--- src/rtl/alu_pkg.sv ---
// alu_pkg: opcodes, FSM states and helpers
// shared by the multi-cycle ALU and its iterator
package alu_pkg;

  localparam logic [3:0] OP_ADD  = 4'd0;
  localparam logic [3:0] OP_SUB  = 4'd1;
  localparam logic [3:0] OP_MUL  = 4'd2;
  localparam logic [3:0] OP_DIV  = 4'd3;
  localparam logic [3:0] OP_MOD  = 4'd4;
  localparam logic [3:0] OP_AND  = 4'd5;
  localparam logic [3:0] OP_OR   = 4'd6;
  localparam logic [3:0] OP_LAND = 4'd7;
  localparam logic [3:0] OP_LOR  = 4'd8;
  localparam logic [3:0] OP_XOR  = 4'd9;
  localparam logic [3:0] OP_NOT  = 4'd10;
  localparam logic [3:0] OP_LNOT = 4'd11;
  localparam logic [3:0] OP_SHR  = 4'd12;
  localparam logic [3:0] OP_SHL  = 4'd13;
  localparam logic [3:0] OP_INC  = 4'd14;
  localparam logic [3:0] OP_DEC  = 4'd15;

  typedef enum logic [1:0] {
    ST_IDLE = 2'd0,
    ST_BUSY = 2'd1,
    ST_DONE = 2'd2
  } state_t;

  function automatic logic is_multicycle(
    input logic [3:0] op
  );
    return (op == OP_MUL) ||
           (op == OP_DIV) ||
           (op == OP_MOD);
  endfunction

endpackage

--- src/rtl/alu_muldiv_iter.sv ---
// alu_muldiv_iter: W-step shift-add multiplier / restoring divider
// ports: start/mode(0 mul,1 div)/opa/b in; done pulse, lo/hi next-step values out
module alu_muldiv_iter #(
  parameter int W = 8
) (
  input  logic         clk,
  input  logic         rst,
  input  logic         start,
  input  logic         mode,
  input  logic [W-1:0] opa,
  input  logic [W-1:0] b,
  output logic         done,
  output logic [W-1:0] lo,
  output logic [W-1:0] hi
);

  localparam int CW = $clog2(W + 1);

  logic [W-1:0]  lo_q;
  logic [W-1:0]  hi_q;
  logic [W-1:0]  dv;
  logic          md;
  logic          busy;
  logic [CW-1:0] cnt;
  logic [W:0]    sum;
  logic [W:0]    r2;
  logic [W:0]    dif;

  // lo/hi carry the value after the current step so the
  // parent can register the final step on the done cycle
  always_comb begin
    sum = {1'b0, hi_q} + {1'b0, dv};
    r2  = {hi_q, lo_q[W-1]};
    dif = r2 - {1'b0, dv};
    lo  = lo_q;
    hi  = hi_q;
    if (md) begin
      if (!dif[W]) begin
        hi = dif[W-1:0];
        lo = {lo_q[W-2:0], 1'b1};
      end else begin
        hi = r2[W-1:0];
        lo = {lo_q[W-2:0], 1'b0};
      end
    end else if (lo_q[0]) begin
      {hi, lo} = {sum, lo_q[W-1:1]};
    end else begin
      {hi, lo} = {1'b0, hi_q, lo_q[W-1:1]};
    end
  end

  assign done = busy && (cnt == CW'(W - 1));

  always_ff @(posedge clk or posedge rst) begin
    if (rst) begin
      lo_q <= '0;
      hi_q <= '0;
      dv   <= '0;
      md   <= 1'b0;
      busy <= 1'b0;
      cnt  <= '0;
    end else if (start) begin
      lo_q <= opa;
      hi_q <= '0;
      dv   <= b;
      md   <= mode;
      busy <= 1'b1;
      cnt  <= '0;
    end else if (busy) begin
      lo_q <= lo;
      hi_q <= hi;
      cnt  <= cnt + 1'b1;
      if (done) busy <= 1'b0;
    end
  end

endmodule

--- src/rtl/alu_mc.sv ---
// alu_mc: multi-cycle W-bit ALU with accumulator and flags
// ports: in_valid/in_ready/a/b/opcode/use_acc in; out_valid/out_ready, result+flags, acc out
module alu_mc
  import alu_pkg::*;
#(
  parameter int           W         = 8,
  parameter logic [W-1:0] ACC_RESET = '0
) (
  input  logic         clk,
  input  logic         rst,
  input  logic         in_valid,
  output logic         in_ready,
  input  logic [W-1:0] a,
  input  logic [W-1:0] b,
  input  logic [3:0]   opcode,
  input  logic         use_acc,
  output logic         out_valid,
  input  logic         out_ready,
  output logic [W-1:0] result,
  output logic         carry,
  output logic         zero,
  output logic         neg,
  output logic         ovf,
  output logic         dz,
  output logic [W-1:0] acc
);

  state_t       state;
  state_t       nxt;
  logic [W-1:0] opa;
  logic         accept;
  logic         go_busy;
  logic [3:0]   op_r;
  logic [W-1:0] s_res;
  logic         s_c;
  logic         s_v;
  logic         s_dz;
  logic [W:0]   ext;
  logic         it_done;
  logic [W-1:0] it_lo;
  logic [W-1:0] it_hi;
  logic [W-1:0] m_res;

  localparam logic [W-1:0] SMAX = {1'b0, {(W-1){1'b1}}};
  localparam logic [W-1:0] SMIN = {1'b1, {(W-1){1'b0}}};

  assign opa     = use_acc ? acc : a;
  assign accept  = in_valid && in_ready;
  // div/mod by zero short-circuits to the one-cycle path
  assign go_busy = is_multicycle(opcode) &&
                   !(opcode != OP_MUL && b == '0);

  always_comb begin
    s_res = '0;
    s_c   = 1'b0;
    s_v   = 1'b0;
    s_dz  = 1'b0;
    ext   = '0;
    unique case (opcode)
      OP_ADD: begin
        ext   = {1'b0, opa} + {1'b0, b};
        s_res = ext[W-1:0];
        s_c   = ext[W];
        s_v   = (opa[W-1] == b[W-1]) &&
                (s_res[W-1] != opa[W-1]);
      end
      OP_SUB: begin
        ext   = {1'b0, opa} - {1'b0, b};
        s_res = ext[W-1:0];
        s_c   = ext[W];
        s_v   = (opa[W-1] != b[W-1]) &&
                (s_res[W-1] != opa[W-1]);
      end
      OP_MUL: s_res = '0;
      OP_DIV: begin
        s_res = '1;
        s_dz  = 1'b1;
      end
      OP_MOD: begin
        s_res = opa;
        s_dz  = 1'b1;
      end
      OP_AND:  s_res = opa & b;
      OP_OR:   s_res = opa | b;
      OP_LAND: s_res = {{(W-1){1'b0}},
                        (opa != '0) && (b != '0)};
      OP_LOR:  s_res = {{(W-1){1'b0}},
                        (opa != '0) || (b != '0)};
      OP_XOR:  s_res = opa ^ b;
      OP_NOT:  s_res = ~opa;
      OP_LNOT: s_res = {{(W-1){1'b0}}, opa == '0};
      OP_SHR: begin
        s_res = opa >> 1;
        s_c   = opa[0];
      end
      OP_SHL: begin
        s_res = opa << 1;
        s_c   = opa[W-1];
      end
      OP_INC: begin
        ext   = {1'b0, opa} + (W+1)'(1);
        s_res = ext[W-1:0];
        s_c   = ext[W];
        s_v   = (opa == SMAX);
      end
      OP_DEC: begin
        ext   = {1'b0, opa} - (W+1)'(1);
        s_res = ext[W-1:0];
        s_c   = ext[W];
        s_v   = (opa == SMIN);
      end
    endcase
  end

  alu_muldiv_iter #(.W(W)) u_iter (
    .clk   (clk),
    .rst   (rst),
    .start (accept && go_busy),
    .mode  (opcode != OP_MUL),
    .opa   (opa),
    .b     (b),
    .done  (it_done),
    .lo    (it_lo),
    .hi    (it_hi)
  );

  assign m_res = (op_r == OP_MOD) ? it_hi : it_lo;

  always_ff @(posedge clk or posedge rst) begin
    if (rst) state <= ST_IDLE;
    else     state <= nxt;
  end

  always_comb begin
    nxt       = state;
    in_ready  = 1'b0;
    out_valid = 1'b0;
    case (state)
      ST_IDLE: begin
        in_ready = 1'b1;
        if (in_valid)
          nxt = go_busy ? ST_BUSY : ST_DONE;
      end
      ST_BUSY: if (it_done) nxt = ST_DONE;
      ST_DONE: begin
        out_valid = 1'b1;
        if (out_ready) nxt = ST_IDLE;
      end
      default: nxt = ST_IDLE;
    endcase
  end

  always_ff @(posedge clk or posedge rst) begin
    if (rst) op_r <= OP_ADD;
    else if (accept) op_r <= opcode;
  end

  always_ff @(posedge clk or posedge rst) begin
    if (rst) begin
      result <= '0;
      carry  <= 1'b0;
      zero   <= 1'b0;
      neg    <= 1'b0;
      ovf    <= 1'b0;
      dz     <= 1'b0;
      acc    <= ACC_RESET;
    end else if (accept && !go_busy) begin
      result <= s_res;
      carry  <= s_c;
      zero   <= (s_res == '0);
      neg    <= s_res[W-1];
      ovf    <= s_v;
      dz     <= s_dz;
      acc    <= s_res;
    end else if (state == ST_BUSY && it_done) begin
      result <= m_res;
      carry  <= (op_r == OP_MUL) && (it_hi != '0);
      zero   <= (m_res == '0);
      neg    <= m_res[W-1];
      ovf    <= 1'b0;
      dz     <= 1'b0;
      acc    <= m_res;
    end
  end

endmodule
--- config.mk ---
export PLATFORM = sky130hd
export DESIGN_NAME = alu_mc
export DESIGN_NICKNAME = d
export VERILOG_FILES = /design/src/rtl/alu_pkg.sv /design/src/rtl/alu_muldiv_iter.sv /design/src/rtl/alu_mc.sv
export SDC_FILE = /design/constraint.sdc
export NUM_CORES = 1
export LEC_CHECK = 0
export BUFFER_PORTS_ARGS = -buffer_cell sky130_fd_sc_hd__buf_2
export CAP_MARGIN = 40
export CORE_MARGIN = 8
export CORE_UTILIZATION = 65
export DETAILED_ROUTE_END_ITERATION = 10
export GPL_ROUTABILITY_DRIVEN = 0
export PLACE_DENSITY_LB_ADDON = 0.25
export REMOVE_ABC_BUFFERS = 1
export SYNTH_ARGS = -nofsm -noshare
export SYNTH_HDL_FRONTEND = slang
export SYNTH_HIERARCHICAL = 1
export SYNTH_SLANG_ARGS = --single-unit
--- constraint.sdc ---
create_clock -name clk -period 5.2 [get_ports clk]
set_input_delay 1.04 -clock clk [delete_from_list [all_inputs] [get_ports clk]]
set_output_delay 1.04 -clock clk [all_outputs]
set_load 0.1 [all_outputs]
==> flow_summary.yaml, run 1 <==
run_status:
  status: "completed"
synth:
  synth.ff_latch_count: 48
  yosysMostFrequentCell: "nand2_1"
  synthTopCellsByCount: "65 x nand2_1, 51 x ha_1, 48 x dfrtp_1, 47 x o21ai_0, 46 x nor2_1"
  syn_inst: 733
  ys_top_cells_by_area: "dfrtp_1 20%, ha_1 11%, mux2i_1 4.2%, nand2_1 4.1%, o21ai_0 3.9%"
  yosysSeqAreaShare_pct: 20.1
  synth_top_area_cell: "dfrtp_1"
  synth-main-ff-cell: "dfrtp_1"
  async_flop_share_pct: 100
  ys_warn_count: 6
  synthDominantCellAreaShare_pct: 20.1
  synth_area_sq_mm: 0.00597
  synth_edf_count: 0
  synth_cell_type_count: 96
  syn_area_per_cell_sq_um: 8.15
grt:
  grt_busiest_layer: "met2"
  grt_max_degree: 48
  use_met3_pct: 4.06
  antenna_found_initial: 0
  met1_usage_pct: 36.7
  grt-ovfl-total: 0
  grt_pass1_vias: 5832
  grt_usage_pct: 29.1
  grt_pass1_wl_um: 29900
  use_met2_pct: 47.5
setup_path:
  endpoint_kind: "flip-flop"
  r2r_slack_ns: 1.65
  setup.worst_path.end: "carry"
  r2r_end: "zero"
  cp.required_ns: 5.37
  cp.arrival_ns: 4.09
  start_kind: "input pin"
  r2r-start: "u_iter/lo_q[7]"
  path_class: "in2reg"
  rr_worst_depth: 15
  worstSetupStartpoint: "use_acc"
  path_max_fanout: 7
placed_design:
  numPortBuffers: 47
  dpl_worst_slack_ns: 1.08
  place_area_sq_mm: 0.00617
  dp_hpwl_um: 14200
die:
  io_pins: 48
  coreArea_sq_mm: 0.00906
  die_h_um: 112
  dieArea_sq_mm: 0.0125
  die_width_um: 112
  fp-row-count: 35
  initial_core_util_pct: 65.9
clocking:
  cts_tree: "built"
  clk_path_buf_depth: 2
  cts_buffers: 5
  clk_latency_ns: 0.31
  post_cts_buffers: 0
  post_cts_resized: 0
  htree_levels: 2
  hold_buffers: 0
  cts_root_buf: "clkbuf_8"
  cts_sinks: 48
  cts.clk_slew.worst_paths_ns: 0.09
finish:
  antenna_cells: 0
  final_layout_size_suffix_gt1_share_pct: 15.9
  nets: 827
  final_core_util_pct: 69.6
  final_design_area_no_fill_sq_mm: 0.00631
  syn_to_final_growth_pct: 5.70
  fillers: 771
timing:
  fin_crit_sh_pct: 75.4
  clock.fmax_mhz: 255
  final.setup.worst_slack_ns: 1.28
  period_minus_slack_ns: 3.92
  tightest_slew_ns: 0.797
  rsz0062_at_grt: "no"
  slew_headroom_pct: 46.9
  fin_skew_ns: 0.00791
  hold_viol_final: 0
  setup_viol: 0
  report.final.slew_viol_count: 0
  setup_tns_ns: 0
detailed_routing:
  ant_nets: 0
  wl_um: 18500
  drt-initial-drc-count: 700
  dr.pass1.iters: 6
  vias: 6040
  drc: 0
  via_per_inst: 7.03
  wl_per_cell_um: 21.5
hold_path:
  hp-start: "dz"
  hold_class: "reg2reg"
power_and_ir_drop:
  powerDensity_mw_per_mm2: 151
  ir_drop_uv: 97.5
  p_leak_nw: 2.67
job:
  maxCapViolCount: 0
[sequential cells by signal, summed over array words and instances, names as in the netlist]
name / flops
dz: 1
u_iter/dv: 8
zero: 1
carry: 1
ovf: 1
acc: 7
u_iter/busy: 1
u_iter/lo_q: 8
neg: 1
u_iter/md: 1
state: 2
u_iter/cnt: 4
op_r: 4
u_iter/hi_q: 8
[cell type report]
class	instances	area, sq um	area share, %
Clock buffer	5	68.8	1.09
Sequential cell	48	1200	19.0
Inverter	42	158	2.50
Clock inverter	3	68.8	1.09
Multi-Input combinational cell	595	4360	69.1
Tap cell	111	139	2.20
Timing Repair Buffer	55	315	5.00
[worst max-delay path, cell delays in order]
cell and delay, ns:
buf_2 0.21, mux2_4 0.24, inv_1 0.11, ha_1 0.25, fa_1 0.38, or2_2 0.32, a221oi_1 0.49, o21bai_1 0.11
a21oi_1 0.17, o21bai_1 0.08, a2111oi_0 0.58, a21oi_1 0.09
[cell families (layout without fill, tap and decap cells)]
family / Yosys count / count (layout) / share of synthesized area (%)
mux: 44 / 44 / 8.72
fa+ha+maj: 55 / 55 / 12.0
simple gates: 240 / 240 / 21.6
xor+xnor: 24 / 24 / 3.52
flops: 48 / 48 / 20.1
compound gates: 232 / 232 / 26.9
buf+inv: 90 / 105 / 7.08
[how the worst min path moves through the flow]
| stage | depth (start not counted) | slack, ns | to |
|---|---|---|---|
| detailed placement | 2 | 0.51 | dz |
| CTS | 2 | 0.53 | dz |
| floorplan | 1 | 0.49 | op_r[2] |
| finish | 2 | 0.53 | dz |
| global route | 2 | 0.55 | dz |
| global placement | 2 | 0.48 | dz |
[metrics by stage]
| step | hold WS, ns | power [mW] | instances |
|---|---|---|---|
| 2_1_floorplan | 0.495 | 0.531 | 685 |
| 3_3_place_gp | 0.484 | 0.612 | 848 |
| 3_5_place_dp | 0.511 | 0.620 | 851 |
| 4_1_cts | 0.534 | 0.946 | 859 |
| 5_1_grt | 0.550 | 0.986 | 859 |
| 6_report | 0.529 | 0.955 | 859 |
[placed cells by master (no fill, tap or decap), types with 5 or more instances in the layout]
| master | Yosys | layout |
|---|---|---|
| o32ai_1 | 7 | 7 |
| o21bai_1 | 7 | 7 |
| a31oi_1 | 8 | 8 |
| dfrtp_1 | 48 | 48 |
| inv_2 | 6 | 6 |
| mux2_2 | 11 | 11 |
| nand3_1 | 15 | 15 |
| nor4_1 | 15 | 15 |
| clkbuf_8 | 0 | 5 |
| a21oi_1 | 41 | 41 |
| o31ai_1 | 5 | 5 |
| ha_1 | 51 | 51 |
| o211ai_1 | 17 | 17 |
| a211oi_1 | 8 | 8 |
| nand2b_1 | 16 | 16 |
| mux2i_1 | 25 | 25 |
| inv_1 | 35 | 35 |
| xor2_1 | 10 | 10 |
| xnor2_1 | 14 | 14 |
| o21ai_1 | 11 | 11 |
| nor2b_1 | 12 | 12 |
| nor3_1 | 11 | 11 |
| nand4_1 | 7 | 7 |
| or3_1 | 6 | 6 |
| nor3b_1 | 7 | 6 |
| o21a_1 | 5 | 5 |
| buf_2 | 10 | 47 |
| nor2_1 | 46 | 45 |
| o22ai_1 | 13 | 13 |
| nand3b_1 | 10 | 10 |
| o21ai_0 | 47 | 47 |
| nand2_1 | 65 | 65 |
| a21o_1 | 11 | 11 |
| buf_4 | 12 | 7 |
[layer usage]
| layer | share of wire, % | wire length (um) | vias to the layer above |
|---|---|---|---|
| met3 | 11 | 2000 | 92 |
| met1 | 38 | 6990 | 2777 |
| met5 | 0 | 0 | - |
| met4 | 5.3 | 989 | 0 |
| li1 | - | - | 2735 |
| met2 | 46 | 8510 | 436 |
[power by group]
part           internal [mW]  switching, mW  total (mW)
Sequential             0.373              0       0.373
Combinational         0.0871          0.164       0.251
Clock                  0.194          0.138       0.332
Total                  0.654          0.302       0.955
No activity file was read; power rests on OpenSTA's default activity.
==> run 2: changes to the inputs <==
--- a/config.mk
+++ b/config.mk
@@ -8,7 +8,7 @@
 export BUFFER_PORTS_ARGS = -buffer_cell sky130_fd_sc_hd__buf_2
 export CAP_MARGIN = 40
 export CORE_MARGIN = 8
-export CORE_UTILIZATION = 65
+export CORE_UTILIZATION = 62
 export DETAILED_ROUTE_END_ITERATION = 10
 export GPL_ROUTABILITY_DRIVEN = 0
 export PLACE_DENSITY_LB_ADDON = 0.25
==> constraint.sdc (replaced) <==
create_clock -name clk -period 4 [get_ports clk]
set_input_delay 0.8 -clock clk [delete_from_list [all_inputs] [get_ports clk]]
set_output_delay 0.8 -clock clk [all_outputs]
set_load 0.1 [all_outputs]
==> flow_summary.yaml, run 2 (synthesis gave the netlist of run 1 again) <==
placed_design:
  place_area_sq_mm: 0.00629
  place_inst: 885
  numPortBuffers: 47
  dpl_worst_slack_ns: 0.137
  dp_hpwl_um: 14900
grt:
  grt_usage_pct: 30.2
  antenna_found_initial: 0
  grt-ovfl-total: 0
  grt_pass1_vias: 5984
  grt_max_degree: 29
  grt_pass1_wl_um: 31300
finish:
  top_regs: "u_iter/dv x8, u_iter/hi_q x8, u_iter/lo_q x8"
  layout_commonest_cell: "nand2_1"
  final_cells: 892
  syn_to_final_growth_pct: 6.89
  most-common-layout-cells: "65 x nand2_1, 51 x ha_1, 48 x dfrtp_1, 47 x o21ai_0, 47 x buf_2"
  nets: 839
  final_core_util_pct: 66.8
  final_design_area_no_fill_sq_mm: 0.00638
  antenna_cells: 0
  final_layout_size_suffix_gt1_share_pct: 17.1
power_and_ir_drop:
  p_leak_nw: 2.71
  ir_drop_uv: 129
  powerDensity_mw_per_mm2: 177
  total_power_mw: 1.13
timing:
  hold_slack_ns: 0.489
  period_minus_slack_ns: 3.67
  clock.fmax_mhz: 272
  rsz0062_at_grt: "no"
  fin_crit_sh_pct: 91.8
  report.final.slew_viol_count: 0
  setup_tns_ns: 0
  fin_skew_ns: 0.0108
  slew_headroom_pct: 49.0
  final.setup.worst_slack_ns: 0.329
  setup_viol: 0
  hold_viol_final: 0
  tightest_slew_ns: 0.765
clocking:
  post_cts_buffers: 0
  cts_buffers: 5
  cts_tree: "built"
  post_cts_resized: 0
  cts.clk_slew.worst_paths_ns: 0.10
  cts_sinks: 48
  cts_root_buf: "clkbuf_8"
  hold_buffers: 0
  clk_latency_ns: 0.32
  clk_path_buf_depth: 2
  htree_levels: 2
hold_path:
  hold_class: "in2async"
setup_path:
  critical_path.top_delay_family: "compound AO/OA/AOI/OAI gates"
  cpMaxStageDelayCell: "nor4_1"
  path_max_fanout: 9
  endpoint_kind: "flip-flop"
  cp.required_ns: 4.21
  start_kind: "input pin"
  path_buf_inv: 2
  critPathMaxStageDelay_ns: 0.54
  path_class: "in2reg"
  path_cells: "buf_2 -> mux2i_2 -> inv_2 -> ha_1 -> o21bai_1 -> a21oi_1 -> nor2_1 -> mux2_2 -> nor4_1 -> o21ai_1 -> o41ai_2"
  cp.arrival_ns: 3.88
run_status:
  status: "completed"
die:
  initial_core_util_pct: 62.5
  dieArea_sq_mm: 0.0130
  die_width_um: 114
  fp-row-count: 36
  io_pins: 48
  coreArea_sq_mm: 0.00955
  die_h_um: 114
job:
  maxCapViolCount: 0
detailed_routing:
  drt-initial-drc-count: 783
  vias: 6119
  drc: 0
  ant_nets: 0
  wl_per_cell_um: 21.8
  dr.pass1.iters: 6
  wl_um: 19400
  via_per_inst: 6.86
run 2: changes by cell type in the layout (fill, tap and decap cells not counted), sizes merged:
| cell | before | now |
|---|---|---|
| buf | 55 | 67 |
| bufinv | 2 | 0 |
| clkbuf | 5 | 6 |
| clkinv | 1 | 2 |
| inv | 42 | 41 |
run 2: power breakdown:
group	leakage, nW	total [mW]	switching, mW	internal, mW
Combinational	2.13	0.340	0.218	0.122
Sequential	0.535	0.485	0	0.485
Clock	0.0473	0.306	0.168	0.138
run 2: routing by layer:
layer  up-vias  track usage, %  routed length (um)  part of all wire, %
met5         -               0                   0                    0
met1      2876            36.6                7270                   37
met3        92            6.22                2060                   11
met4         0            15.5                 886                  4.6
li1       2750               -                   -                    -
met2       401            49.5                9220                   47
run 2: final cells by class:
type | count | area, sq um
clock buffers | 6 | 82.6
well taps | 133 | 166
fillers | 817 | 3170
repair buffers | 67 | 405
flip-flops and latches | 48 | 1200
clock inverters | 1 | 8.76
multi-input cells | 595 | 4360
inverters | 42 | 158
run 2: path summary, 6_finish.rpt:
path | start | end | slack (ns) | cells after the start
worst min-delay path | rst | u_iter/cnt[0] | 0.49 | 2
worst max-delay path | use_acc | zero | 0.33 | 11
min in group clk | dz | dz | 0.53 | 2
worst max register to register | u_iter/lo_q[7] | zero | 0.42 | 15
max in group asynchronous | rst | u_iter/lo_q[4] | 2.95 | 4
worst min register to register | dz | dz | 0.53 | 2
